$ cat src/rtl/ex_vector_sequencer_pkg.sv
`default_nettype none
// ============================================================================
// Package     : vec_pkg
// Description : Shared types for the vector execute path. The operation-type
//               and ALU-operation enums are also consumed by the decoder and
//               by the ID/EX pipeline register users.
// Revision    : 1.0 - initial release
// ============================================================================
package vec_pkg;

  // Operation class carried in ID/EX.
  typedef enum logic [1:0] {
    SCALAR = 2'b00,
    VV     = 2'b01,
    VS     = 2'b10,
    RSVD   = 2'b11
  } op_type_t;

  // Lane ALU function.
  typedef enum logic [1:0] {
    ADD = 2'b00,
    SUB = 2'b01,
    AND = 2'b10,
    OR  = 2'b11
  } alu_op_t;

  // Sequencer control states.
  typedef enum logic [1:0] {
    IDLE = 2'b00,
    BUSY = 2'b01,
    DONE = 2'b10
  } seq_state_t;

  // Only vector-vector and vector-scalar operations are run by the sequencer.
  function automatic logic is_vector_op(input op_type_t t);
    return (t == VV) || (t == VS);
  endfunction

endpackage
`default_nettype wire

$ cat src/rtl/ex_vector_sequencer_if.sv
`default_nettype none
// ============================================================================
// Interface   : ex_vector_sequencer_if
// Description : Bundle between the ID/EX register / hazard logic and the
//               vector execute sequencer.
//   start_i      : ID/EX holds a valid operation
//   flush_i      : synchronous abort
//   OpType_i     : 00 scalar, 01 vector-vector, 10 vector-scalar, 11 reserved
//   ALUControl_i : 00 add, 01 sub, 10 and, 11 or
//   A3_i         : destination register
//   RD1_V_i/RD2_V_i : vector operands, RD2_S_i : scalar operand
//   stall_o      : hold IF/ID and ID/EX
//   busy_o       : sequencer is running beats
//   done_o       : one-cycle result-valid pulse
//   Result_V_o   : result vector, A3_o : its destination register
//   master = pipeline side, slave = sequencer side.
// Revision    : 1.0 - initial release
// ============================================================================
interface ex_vector_sequencer_if #(
  parameter int N = 32,
  parameter int V = 20
);
  logic                start_i;
  logic                flush_i;
  logic [1:0]          OpType_i;
  logic [1:0]          ALUControl_i;
  logic [3:0]          A3_i;
  logic [V-1:0][N-1:0] RD1_V_i;
  logic [V-1:0][N-1:0] RD2_V_i;
  logic [N-1:0]        RD2_S_i;
  logic                stall_o;
  logic                busy_o;
  logic                done_o;
  logic [V-1:0][N-1:0] Result_V_o;
  logic [3:0]          A3_o;

  modport master (
    output start_i, flush_i, OpType_i, ALUControl_i, A3_i,
           RD1_V_i, RD2_V_i, RD2_S_i,
    input  stall_o, busy_o, done_o, Result_V_o, A3_o
  );

  modport slave (
    input  start_i, flush_i, OpType_i, ALUControl_i, A3_i,
           RD1_V_i, RD2_V_i, RD2_S_i,
    output stall_o, busy_o, done_o, Result_V_o, A3_o
  );
endinterface
`default_nettype wire

$ cat src/rtl/ex_vector_sequencer_lane_alu.sv
`default_nettype none
// ============================================================================
// Module      : vec_lane_alu
// Description : Combinational single-lane ALU. add/sub wrap modulo 2^N,
//               and/or are bitwise; no flags are produced.
//   op : ALU function, a/b : N-bit operands, y : N-bit result
// Revision    : 1.0 - initial release
// ============================================================================
module vec_lane_alu
  import vec_pkg::*;
#(
  parameter int N = 32
) (
  input  alu_op_t        op,
  input  logic [N-1:0]   a,
  input  logic [N-1:0]   b,
  output logic [N-1:0]   y
);

  always_comb begin
    y = '0;
    case (op)
      ADD:     y = a + b;
      SUB:     y = a - b;
      AND:     y = a & b;
      OR:      y = a | b;
      default: y = '0;
    endcase
  end

endmodule
`default_nettype wire

$ cat src/rtl/ex_vector_sequencer.sv
`default_nettype none
// ============================================================================
// Module      : ex_vector_sequencer
// Description : Execute-stage vector sequencer. Latches a vector operation
//               from ID/EX, runs LANES lanes per beat for V/LANES beats,
//               stalls the pipeline front while doing so and then pulses
//               done_o with the complete result and its destination.
//   clk   : clock, rising edge
//   rst_n : asynchronous active-low reset
//   bus   : ex_vector_sequencer_if.slave (operation in, stall/result out)
// Revision    : 1.0 - initial release
// ============================================================================
module ex_vector_sequencer
  import vec_pkg::*;
#(
  parameter int N     = 32,
  parameter int V     = 20,
  parameter int LANES = 4
) (
  input  logic                  clk,
  input  logic                  rst_n,
  ex_vector_sequencer_if.slave  bus
);

  localparam int BEATS  = V / LANES;
  localparam int BEAT_W = (BEATS > 1) ? $clog2(BEATS) : 1;
  localparam int LIDX_W = (V > 1) ? $clog2(V) : 1;
  localparam logic [BEAT_W-1:0] LAST_BEAT = BEAT_W'(BEATS - 1);

  if (V % LANES != 0) begin : g_lanes_check
    $error("ex_vector_sequencer: V must be a multiple of LANES");
  end

  seq_state_t          state;
  logic [BEAT_W-1:0]   beat;
  alu_op_t             alu_q;
  op_type_t            op_q;
  logic [3:0]          a3_q;
  logic [V-1:0][N-1:0] rd1_q;
  logic [V-1:0][N-1:0] rd2_q;
  logic [N-1:0]        rs_q;
  logic [V-1:0][N-1:0] result_q;
  logic [3:0]          a3_out_q;
  logic                busy_q;
  logic                done_q;

  op_type_t            op_in;
  logic                accept;
  logic [LIDX_W-1:0]   base;
  logic [LANES-1:0][N-1:0] lane_y;

  assign op_in = op_type_t'(bus.OpType_i);

  // A flush wins over a simultaneous start; start is only looked at when the
  // sequencer is free (IDLE, or DONE for back-to-back issue).
  assign accept = ((state == IDLE) || (state == DONE)) && bus.start_i &&
                  is_vector_op(op_in) && !bus.flush_i;

  // Stall drops during the last beat so ID/EX advances at its end and the
  // next operation is already presented in the DONE cycle.
  assign bus.stall_o = accept || ((state == BUSY) && (beat != LAST_BEAT));

  // First lane handled in the current beat.
  assign base = LIDX_W'(beat) * LIDX_W'(LANES);

  for (genvar j = 0; j < LANES; j++) begin : g_lane
    logic [LIDX_W-1:0] idx;
    logic [N-1:0]      a;
    logic [N-1:0]      b;

    assign idx = base + LIDX_W'(j);
    assign a   = rd1_q[idx];
    assign b   = (op_q == VS) ? rs_q : rd2_q[idx];

    vec_lane_alu #(.N(N)) u_alu (
      .op (alu_q),
      .a  (a),
      .b  (b),
      .y  (lane_y[j])
    );
  end

  always_ff @(posedge clk or negedge rst_n) begin
    if (!rst_n) begin
      state    <= IDLE;
      beat     <= '0;
      alu_q    <= ADD;
      op_q     <= SCALAR;
      a3_q     <= '0;
      rd1_q    <= '0;
      rd2_q    <= '0;
      rs_q     <= '0;
      result_q <= '0;
      a3_out_q <= '0;
      busy_q   <= 1'b0;
      done_q   <= 1'b0;
    end else if (bus.flush_i) begin
      // Abort: results already written stay in place, nothing is signalled.
      state  <= IDLE;
      beat   <= '0;
      busy_q <= 1'b0;
      done_q <= 1'b0;
    end else begin
      case (state)
        IDLE, DONE: begin
          done_q <= 1'b0;
          if (accept) begin
            alu_q  <= alu_op_t'(bus.ALUControl_i);
            op_q   <= op_in;
            a3_q   <= bus.A3_i;
            rd1_q  <= bus.RD1_V_i;
            rd2_q  <= bus.RD2_V_i;
            rs_q   <= bus.RD2_S_i;
            beat   <= '0;
            state  <= BUSY;
            busy_q <= 1'b1;
          end else begin
            state  <= IDLE;
            busy_q <= 1'b0;
          end
        end

        BUSY: begin
          for (int j = 0; j < LANES; j++) begin
            result_q[base + LIDX_W'(j)] <= lane_y[j];
          end
          if (beat == LAST_BEAT) begin
            beat     <= '0;
            state    <= DONE;
            busy_q   <= 1'b0;
            done_q   <= 1'b1;
            a3_out_q <= a3_q;
          end else begin
            beat <= beat + 1'b1;
          end
        end

        default: begin
          state  <= IDLE;
          beat   <= '0;
          busy_q <= 1'b0;
          done_q <= 1'b0;
        end
      endcase
    end
  end

  assign bus.busy_o     = busy_q;
  assign bus.done_o     = done_q;
  assign bus.Result_V_o = result_q;
  assign bus.A3_o       = a3_out_q;

endmodule
`default_nettype wire

$ cat src/flat_wrapper.sv
// flat-port wrapper written by rule: the top's interface ports become plain ports
module ex_vector_sequencer_flat import vec_pkg::*;
#(
  parameter int N     = 32,
  parameter int V     = 20,
  parameter int LANES = 4
)
  (clk, rst_n, bus_start_i, bus_flush_i, bus_OpType_i, bus_ALUControl_i, bus_A3_i, bus_RD1_V_i, bus_RD2_V_i, bus_RD2_S_i, bus_stall_o, bus_busy_o, bus_done_o, bus_Result_V_o, bus_A3_o);
  ex_vector_sequencer_if #(.N(N), .V(V)) bus_i ();
  input  logic clk;
  input  logic rst_n;
  input wire logic [$bits(bus_i.start_i)-1:0] bus_start_i;
  input wire logic [$bits(bus_i.flush_i)-1:0] bus_flush_i;
  input wire logic [$bits(bus_i.OpType_i)-1:0] bus_OpType_i;
  input wire logic [$bits(bus_i.ALUControl_i)-1:0] bus_ALUControl_i;
  input wire logic [$bits(bus_i.A3_i)-1:0] bus_A3_i;
  input wire logic [$bits(bus_i.RD1_V_i)-1:0] bus_RD1_V_i;
  input wire logic [$bits(bus_i.RD2_V_i)-1:0] bus_RD2_V_i;
  input wire logic [$bits(bus_i.RD2_S_i)-1:0] bus_RD2_S_i;
  output wire logic [$bits(bus_i.stall_o)-1:0] bus_stall_o;
  output wire logic [$bits(bus_i.busy_o)-1:0] bus_busy_o;
  output wire logic [$bits(bus_i.done_o)-1:0] bus_done_o;
  output wire logic [$bits(bus_i.Result_V_o)-1:0] bus_Result_V_o;
  output wire logic [$bits(bus_i.A3_o)-1:0] bus_A3_o;
  assign bus_i.start_i = bus_start_i;
  assign bus_i.flush_i = bus_flush_i;
  assign bus_i.OpType_i = bus_OpType_i;
  assign bus_i.ALUControl_i = bus_ALUControl_i;
  assign bus_i.A3_i = bus_A3_i;
  assign bus_i.RD1_V_i = bus_RD1_V_i;
  assign bus_i.RD2_V_i = bus_RD2_V_i;
  assign bus_i.RD2_S_i = bus_RD2_S_i;
  assign bus_stall_o = bus_i.stall_o;
  assign bus_busy_o = bus_i.busy_o;
  assign bus_done_o = bus_i.done_o;
  assign bus_Result_V_o = bus_i.Result_V_o;
  assign bus_A3_o = bus_i.A3_o;
  ex_vector_sequencer #(.N(N), .V(V), .LANES(LANES)) u_core (.clk(clk), .rst_n(rst_n), .bus(bus_i));
endmodule
$ cat config.mk
export PLATFORM = sky130hd
export DESIGN_NAME = ex_vector_sequencer_flat
export DESIGN_NICKNAME = d
export VERILOG_FILES = /design/src/rtl/ex_vector_sequencer_pkg.sv /design/src/rtl/ex_vector_sequencer_if.sv /design/src/rtl/ex_vector_sequencer_lane_alu.sv /design/src/rtl/ex_vector_sequencer.sv /design/src/flat_wrapper.sv
export SDC_FILE = /design/constraint.sdc
export NUM_CORES = 2
export LEC_CHECK = 0
export CAP_MARGIN = 20
export CORE_AREA = 2 2 759 761
export CTS_CLUSTER_DIAMETER = 120
export DETAILED_ROUTE_END_ITERATION = 16
export DIE_AREA = 0 0 761 763
export GPL_TIMING_DRIVEN = 0
export SETUP_SLACK_MARGIN = 0.02
export SYNTH_ARGS = -nofsm -noshare
export SYNTH_HDL_FRONTEND = slang
export SYNTH_SLANG_ARGS = --single-unit
$ cat constraint.sdc
create_clock -name clk -period 7.1 [get_ports clk]
set_clock_uncertainty 0.15 [all_clocks]
set_input_delay 1.42 -clock clk [delete_from_list [all_inputs] [get_ports clk]]
set_output_delay 1.42 -clock clk [all_outputs]
set_load 0.03 [all_outputs]
---- Yosys cells after proc, flatten, opt, wreduce, memory -nomap -nowiden ----
Cells that the tools add are included.
word-level totals
  bits of input ports ..................... 1324
  output and inout bits ................... 647
  register bits ........................... 1971
  word-level logic and storage cells ...... 179
operators by class
  bitwise logic cells ..................... 9
  equal/unequal tests ..................... 12
  add/sub/neg operators ................... 12
  muxes and demuxes ....................... 51
  order comparisons ....................... 8
  reductions and logical operators ........ 18
operator list
  cell                                                  number
  bitwise mux 640 bit                                   4
  binary-select mux 32 bit (select 5 bit)               6
  2-to-1 mux 32 bit                                     16
  case mux 32 bit (4 select lines)                      4
  demux 32 bit (select 5 bit)                           3
  binary-select mux 32 bit (select 3 bit)               2
  adder 32 bit                                          4
  bitwise AND 32 bit                                    4
  OR 32 bit                                             4
  subtractor 32 bit                                     4
  demux 32 bit (select 3 bit)                           1
  < comparator 5 x 6 -> 1 bit (second input constant)   4
  >= comparator 5 x 1 -> 1 bit (second input constant)  4
  adder 5 x 2 -> 5 bit (second input constant)          2
  == test 2 bit (second input constant)                 5
  2-to-1 mux 3 bit                                      3
  logical AND 1 bit                                     8
  2-to-1 mux 1 bit                                      7
  == test 2 x 1 -> 1 bit (second input constant)        3
  inequality test 3 bit (second input constant)         2
  case mux 3 bit (2 select lines)                       1
  AND reduction 3 bit                                   2
  adder 5 x 1 -> 5 bit (second input constant)          1
  zero test 2 bit                                       2
  other kinds (11)                                      14

---- Logic depth before layout (Yosys ltp) ----
  word-level depth ........................ 9
  depth in mapped cells ................... 29
  gate-level depth less buffers ........... 23

---- Hierarchy ----
From an unflattened synthesis, not the netlist that was laid out.
second synthesis, totals
  cell total of the unflattened synthesis .. 10201
  area, all modules ....................... 95958.3 um2
by module, submodules not included
  module                                      area an instance (um2)  times used  sequential area each (um2)  cells each
  ex_vector_sequencer                         84343.4                 1           49297.3                     8523
  vec_lane_alu at u_core.g_lane[0].u_alu ...  2892.8                  3           0.0                         416
  vec_lane_alu at u_core.g_lane[3].u_alu      2936.6                  1           0.0                         430

---- Worst setup path before layout ----
Ideal clock, no wire load.
  path kind ............................... register to register
  from .................................... register u_core.beat[1]
  to ...................................... register u_core.result_q, in the netlist u_core.bus.Result_V_o[122]
  data arrival time ....................... 5.873 ns
  data required time ...................... 6.815 ns
  setup slack ............................. 0.942 ns
  period minus slack after synthesis ...... 6.158 ns
  stages on the path, launching flop included .. 30
  cell sequence ........................... dfrtp_1 buf_4 buf_6 buf_2 buf_4 buf_4 buf_4 clkbuf_1 buf_2 buf_2 buf_2 mux2i_1 a211oi_1 a21oi_1 o21ai_0 inv_1 ha_1 inv_1 fa_1 a21o_1 a21oi_1 o21a_1 nor4bb_1 o211a_1 nor4_1 nor3_1 o31a_1 or3_1 a31oi_1 o21ai_0
between the ends
  longest elaborated chain between the ends .. 9
  elaborated cells between the ends (all ways) .. 62
  classes of those cells .................. add/sub (11); order compare (6); mux (34); bitwise (8); reduce/logical (3)
RTL lines
  what                                                                             line                                                                              source
  start: declaration                                                               ex_vector_sequencer.sv:35                                                         logic [BEAT_W-1:0] beat;
  start signal: assignment                                                         ex_vector_sequencer.sv:134                                                        beat <= beat + 1'b1;
  adder 5 x 1 -> 5 bit or binary-select mux 32 bit (select 3 bit) (tied branches)  ex_vector_sequencer.sv:71, ex_vector_sequencer.sv:125, ex_vector_sequencer.sv:73
  binary-select mux 32 bit (select 5 bit) or 2-to-1 mux 32 bit (tied branches)     ex_vector_sequencer.sv:73                                                         assign b = (op_q == VS) ? rs_q : rd2_q[idx];
  2-to-1 mux 32 bit (not written as such)                                          ex_vector_sequencer.sv:73
  2-to-1 mux 32 bit (tied with other cells)                                        ex_vector_sequencer.sv:73
  subtractor 32 bit (tied with other cells)                                        ex_vector_sequencer_lane_alu.sv:24                                                SUB: y = a - b;
  case mux 32 bit (4 select lines) or bitwise mux 640 bit (tied branches)          ex_vector_sequencer_lane_alu.sv:22, ex_vector_sequencer.sv:125
  bitwise mux 640 bit (2 in a row)                                                 ex_vector_sequencer.sv:125                                                        result_q[base + LIDX_W'(j)] <= lane_y[j];
  bitwise mux 640 bit *                                                            ex_vector_sequencer.sv:125
  end signal: indexed assignment                                                   ex_vector_sequencer.sv:125
  end: declaration                                                                 ex_vector_sequencer.sv:42                                                         logic [V-1:0][N-1:0] result_q;
Every way passes the cells marked *; elsewhere a longest branch is shown, timed or not. The select of a mux whose other input is x is not followed.
A chain may end at the register's enable or synchronous reset.

---- Worst setup path in the final report ----
  from .................................... register u_core.beat[1]
  to ...................................... register u_core.result_q, in the netlist u_core.bus.Result_V_o[607]
Same word-level chain as after synthesis.

==> metrics list <==
* Net switching power of the design: 29.8 mW
- Input and output buffers added on the ports amount to 1970.
- The cell count after synthesis came out at 10900.
- Min setup slack post-route: -41.3 ps
- The count of cells in the finished layout, fillers not included, comes to 21500.
- No sink is reached through more buffers than the 4 on the longest clock path.
* Floorplan Core Area: 572000 um2
- Dominant cell type by count on the critical path: buf_16
- Summed over all nets, the half-perimeter wirelength after detailed placement is 734000 um.
* Area occupied by multi-input gates: 43900 um2
* CTS Root Buffer Type: clkbuf_16
- Clock sink count: 1970
* Fraction of layout cells with a size suffix above 1: 0.111
* CP endpoint kind: flip-flop
- Each instance of the synthesized netlist takes up on average 8.62 um2.
* Master of the slowest instance on the critical path: nand2_1
- Leakage: 63.6 nW
- Setup repair after global routing missed its margin: true
* Arrival time at the worst endpoint: 7890 ps
- Largest stage delay on the critical path: 570 ps
* Final number of hold-violating endpoints: 0
- In this run the power density over the cells is 439 nW/um2.
* Count of TritonRoute iterations in the first routing pass: 8
* Layout filler cell count: 62200
- Wirelength per Cell: 40.6 um
- Register area: 49300 um2
* Initial antenna violation count: 570
- Worst hold path class: input pin to async pin
- For this run, the post-layout net count is 14900.
- Setup violations remaining at the end of the flow were counted as 6.
- The setup path with the least slack is of type flip-flop to flip-flop.
* Register area share after synthesis: 0.525
- Mapped Nets: 12400
- Number of cells in the design after placement: 20700
- Among all flip-flop cells after synthesis, the most frequent one is dfrtp_1.
- Die Width: 761 um
- Number of DRC violations after detailed routing: 0
- Of the total power, registers draw 0.264.
* Vias in the first global route: 94900
- Total of flip-flops plus latches after synthesis: 1970
- Number of buffers added by the clock tree synthesis step: 242
- Final critical-path share of the clock period: 1.01
- Latest clock arrival within the worst-skew pair: 1030 ps
- Final max-slew violation count: 0
- Area growth from synthesis to layout: 50.5%
- Global-route wire length before repair: 1070000 um
- Counting flops with an async set or reset pin after synthesis yields a share of 1.00.
* Post-route antenna net violation count: 0
- Worst R2R Start: u_core.beat[1]
- Internal power: 32.3 mW
* Top-Level Pins: 1971
- Number of cells on the worst reg-to-reg path: 31
- In this run the critical register-to-register path is captured at u_core.bus.Result_V_o[607].
- Clock tree from TritonCTS: built
- Global router's overall resource usage: 0.288
- Max-cap violations in this run came to 0.
- DIE HEIGHT: 763 um
- Switching portion of total power: 0.480
- Post-CTS Hold Buffers: 0
* Routed wire length: 871000 um
- The checks that failed: setup timing.
- In this run the worst path has a maximum fanout of 10.
- Across all register-to-register paths, the minimum setup slack is -40 ps.
- Largest net degree at the start of global routing: 178
- Required time worst endpoint: 7840 ps
* Outcome: complete, but fails checks
- Global routing finished with a remaining overflow of 0.
- Detailed routing inserted a total of 99400 vias.
- Row generation in the floorplan step produced 278 rows.
* Min Tclk post-route: 7140 ps
- GP Congestion: 1.01
* Via/cell ratio: 4.63
- In this run, synthesis inferred 0 flip-flops with an integrated enable.
- Clock network power share: 0.220
* Number of distinct library cells after synthesis: 94
- Minimum setup slack after placement: -4830 ps
* H-tree depth: 4
- The initial utilization of the core area, before any placement, comes to 0.164.
- STA classifies the critical path startpoint as a flip-flop.
- The share of total power dissipated in combinational logic is 0.516.
- For this run, the number of Yosys warnings is 0.
- Slew @ Worst Pin: 1410 ps
- Headroom to the max-slew limit came out at 0.0617.
* Register clock-pin slew on the reported worst setup and hold paths: 60 ps
- The first routing iteration left 11800 violations.
- The floorplan step defined a die boundary enclosing 581000 um2.
* Worst-case vdd ir drop: 368 uV
- FMAX: 140 MHz
* Post-synthesis instance area: 93900 um2
power by group through the flow:
stage          clock (mW)  sequential [mW]  combinational, mW
2_1_floorplan           0             16.7               9.33
3_3_place_gp            0             16.6               26.2
3_5_place_dp            0             16.4               30.6
4_1_cts              13.8             16.3               31.4
5_1_grt              14.2             16.5               33.0
6_report             13.7             16.4               32.0
worst max-delay path, delay by kind of cell, from the launching register on:
kind | cells | cell delay [ps]
mux | 2 | 420
simple gates | 7 | 1490
flops | 1 | 500
compound gates | 9 | 2280
buf+inv | 11 | 1710
xor+xnor | 1 | 190
fa+ha+maj | 1 | 250
cell usage in the layout (no fill, tap or decap), types with 48 or more instances in the layout:
cell             Yosys  layout
nand2_1           5064    5057
clkdlybuf4s50_1      0    1969
dfrtp_1           1970    1968
o21ai_0            758     674
clkbuf_1           524     448
clkbuf_16            0     247
nor2_1             246     239
a21oi_1            298     231
diode_2              0     222
mux2i_1            190     160
buf_4               11     148
xnor2_1            142     140
ha_1               138     135
mux2_2             108     106
maj3_1             106     106
inv_1              105     104
buf_8                0      92
buf_12               0      91
a221o_1            119      90
buf_16               0      77
xor2_1              75      72
a22oi_1             84      69
clkbuf_2             0      66
a21o_1              64      62
a221oi_1            69      57
clkbuf_8             0      53
buf_6                8      51
nand2b_1            55      49
o21ai_2              1      48
what timing repair did:
action	4_1_cts	5_1_grt
endpoints found under the setup margin	641	175
gates resized for setup	475	166
gates cloned	1	1
buffers inserted	75	48
pin swaps	37	55
final cells by class:
cell class | count | share of cell area
Clock buffer | 325 | 0.0483
Sequential cell | 1970 | 0.349
Multi-Input combinational cell | 8152 | 0.310
Tap cell | 7560 | 0.0669
Timing Repair Buffer | 2344 | 0.180
Buffer | 659 | 0.0268
Clock inverter | 122 | 0.0119
Inverter | 108 | 0.00289
Antenna cell | 222 | 0.00393
registers in the layout, indices dropped and copies added (netlist names):
name / cells
u_core.op_q: 2
u_core.bus.A3_o: 4
u_core.rd2_q: 640
u_core.state: 1
u_core.rs_q: 32
u_core.beat: 3
u_core.rd1_q: 640
u_core.bus.done_o: 1
u_core.a3_q: 4
u_core.bus.Result_V_o: 640
u_core.bus.busy_o: 1
u_core.alu_q: 2
metal layers:
metal  part of all wire  vias to the layer above  global-route usage
met4              0.089                      332               0.206
met3               0.11                     2109               0.116
li1                   -                    41400                   -
met2               0.42                     6495               0.430
met5             0.0025                        -                   0
met1               0.38                    49000               0.335
cells by family after synthesis:
| logic type | synth area share |
|---|---|
| and+or+nand+nor | 0.231 |
| DFF | 0.525 |
| AOI/OAI and AO/OA | 0.116 |
| buffers and inverters | 0.0327 |
| muxes | 0.0444 |
| adders and majority gates | 0.0305 |
| xor gates and xnor gates | 0.0206 |
worst max path at each step:
stage	slack, ps	end	startpoint
after global placement	-92710	u_core.rd2_q[522]	rst_n
after detailed placement	-4830	u_core.bus.Result_V_o[287]	u_core.beat[1]
after CTS	-40	u_core.bus.Result_V_o[607]	u_core.beat[1]
final	-40	u_core.bus.Result_V_o[607]	u_core.beat[1]
after global routing	-70	u_core.bus.Result_V_o[511]	u_core.beat[1]
after floorplan	940	u_core.bus.Result_V_o[122]	u_core.beat[1]
cell usage after synthesis, types with 9 or more instances:
library cell  number  share of area
a211oi_1          26         0.0021
a21o_1            64         0.0051
a21oi_1          298          0.016
a221o_1          119          0.013
a221oi_1          69         0.0064
a22o_1            29         0.0027
a22oi_1           84         0.0067
a31oi_1           34         0.0023
and2_1            27         0.0018
and3_1            17         0.0011
and4_1             9        0.00084
buf_1             64         0.0026
buf_2             56         0.0030
buf_4             11        0.00088
clkbuf_1         524          0.021
dfrtp_1         1970           0.52
ha_1             138          0.018
inv_1            105         0.0042
maj3_1           106          0.011
mux2_1            23         0.0028
mux2_2           108          0.013
mux2i_1          190          0.020
mux4_2            34         0.0082
nand2_1         5064           0.20
nand2b_1          55         0.0037
nand3_1           36         0.0019
nand4_1           13        0.00087
nor2_1           246         0.0098
nor2b_1           28         0.0019
nor3_1            25         0.0013
o211ai_1          11        0.00088
o21a_1            44         0.0035
o21ai_0          758          0.040
o21ai_1           19         0.0010
o21bai_1          15         0.0012
o221ai_1          20         0.0019
o22ai_1           32         0.0021
o31ai_1           29         0.0023
or3_1             15         0.0010
xnor2_1          142          0.013
xor2_1            75         0.0070
through the flow:
step	instance area (um2)	TNS (ps)	hold slack, ps	total power [mW]	utilization
floorplan	93900	0	287	26.0	-
CTS	140000	-139	285	61.5	0.244
detailed placement	129000	-2022550	305	47.0	0.225
global placement	123000	-	301	42.8	0.215
global route	141000	-468	339	63.6	0.246
finish	141000	-97.1	299	62.0	0.247
Power figures use the tool's default switching activity.
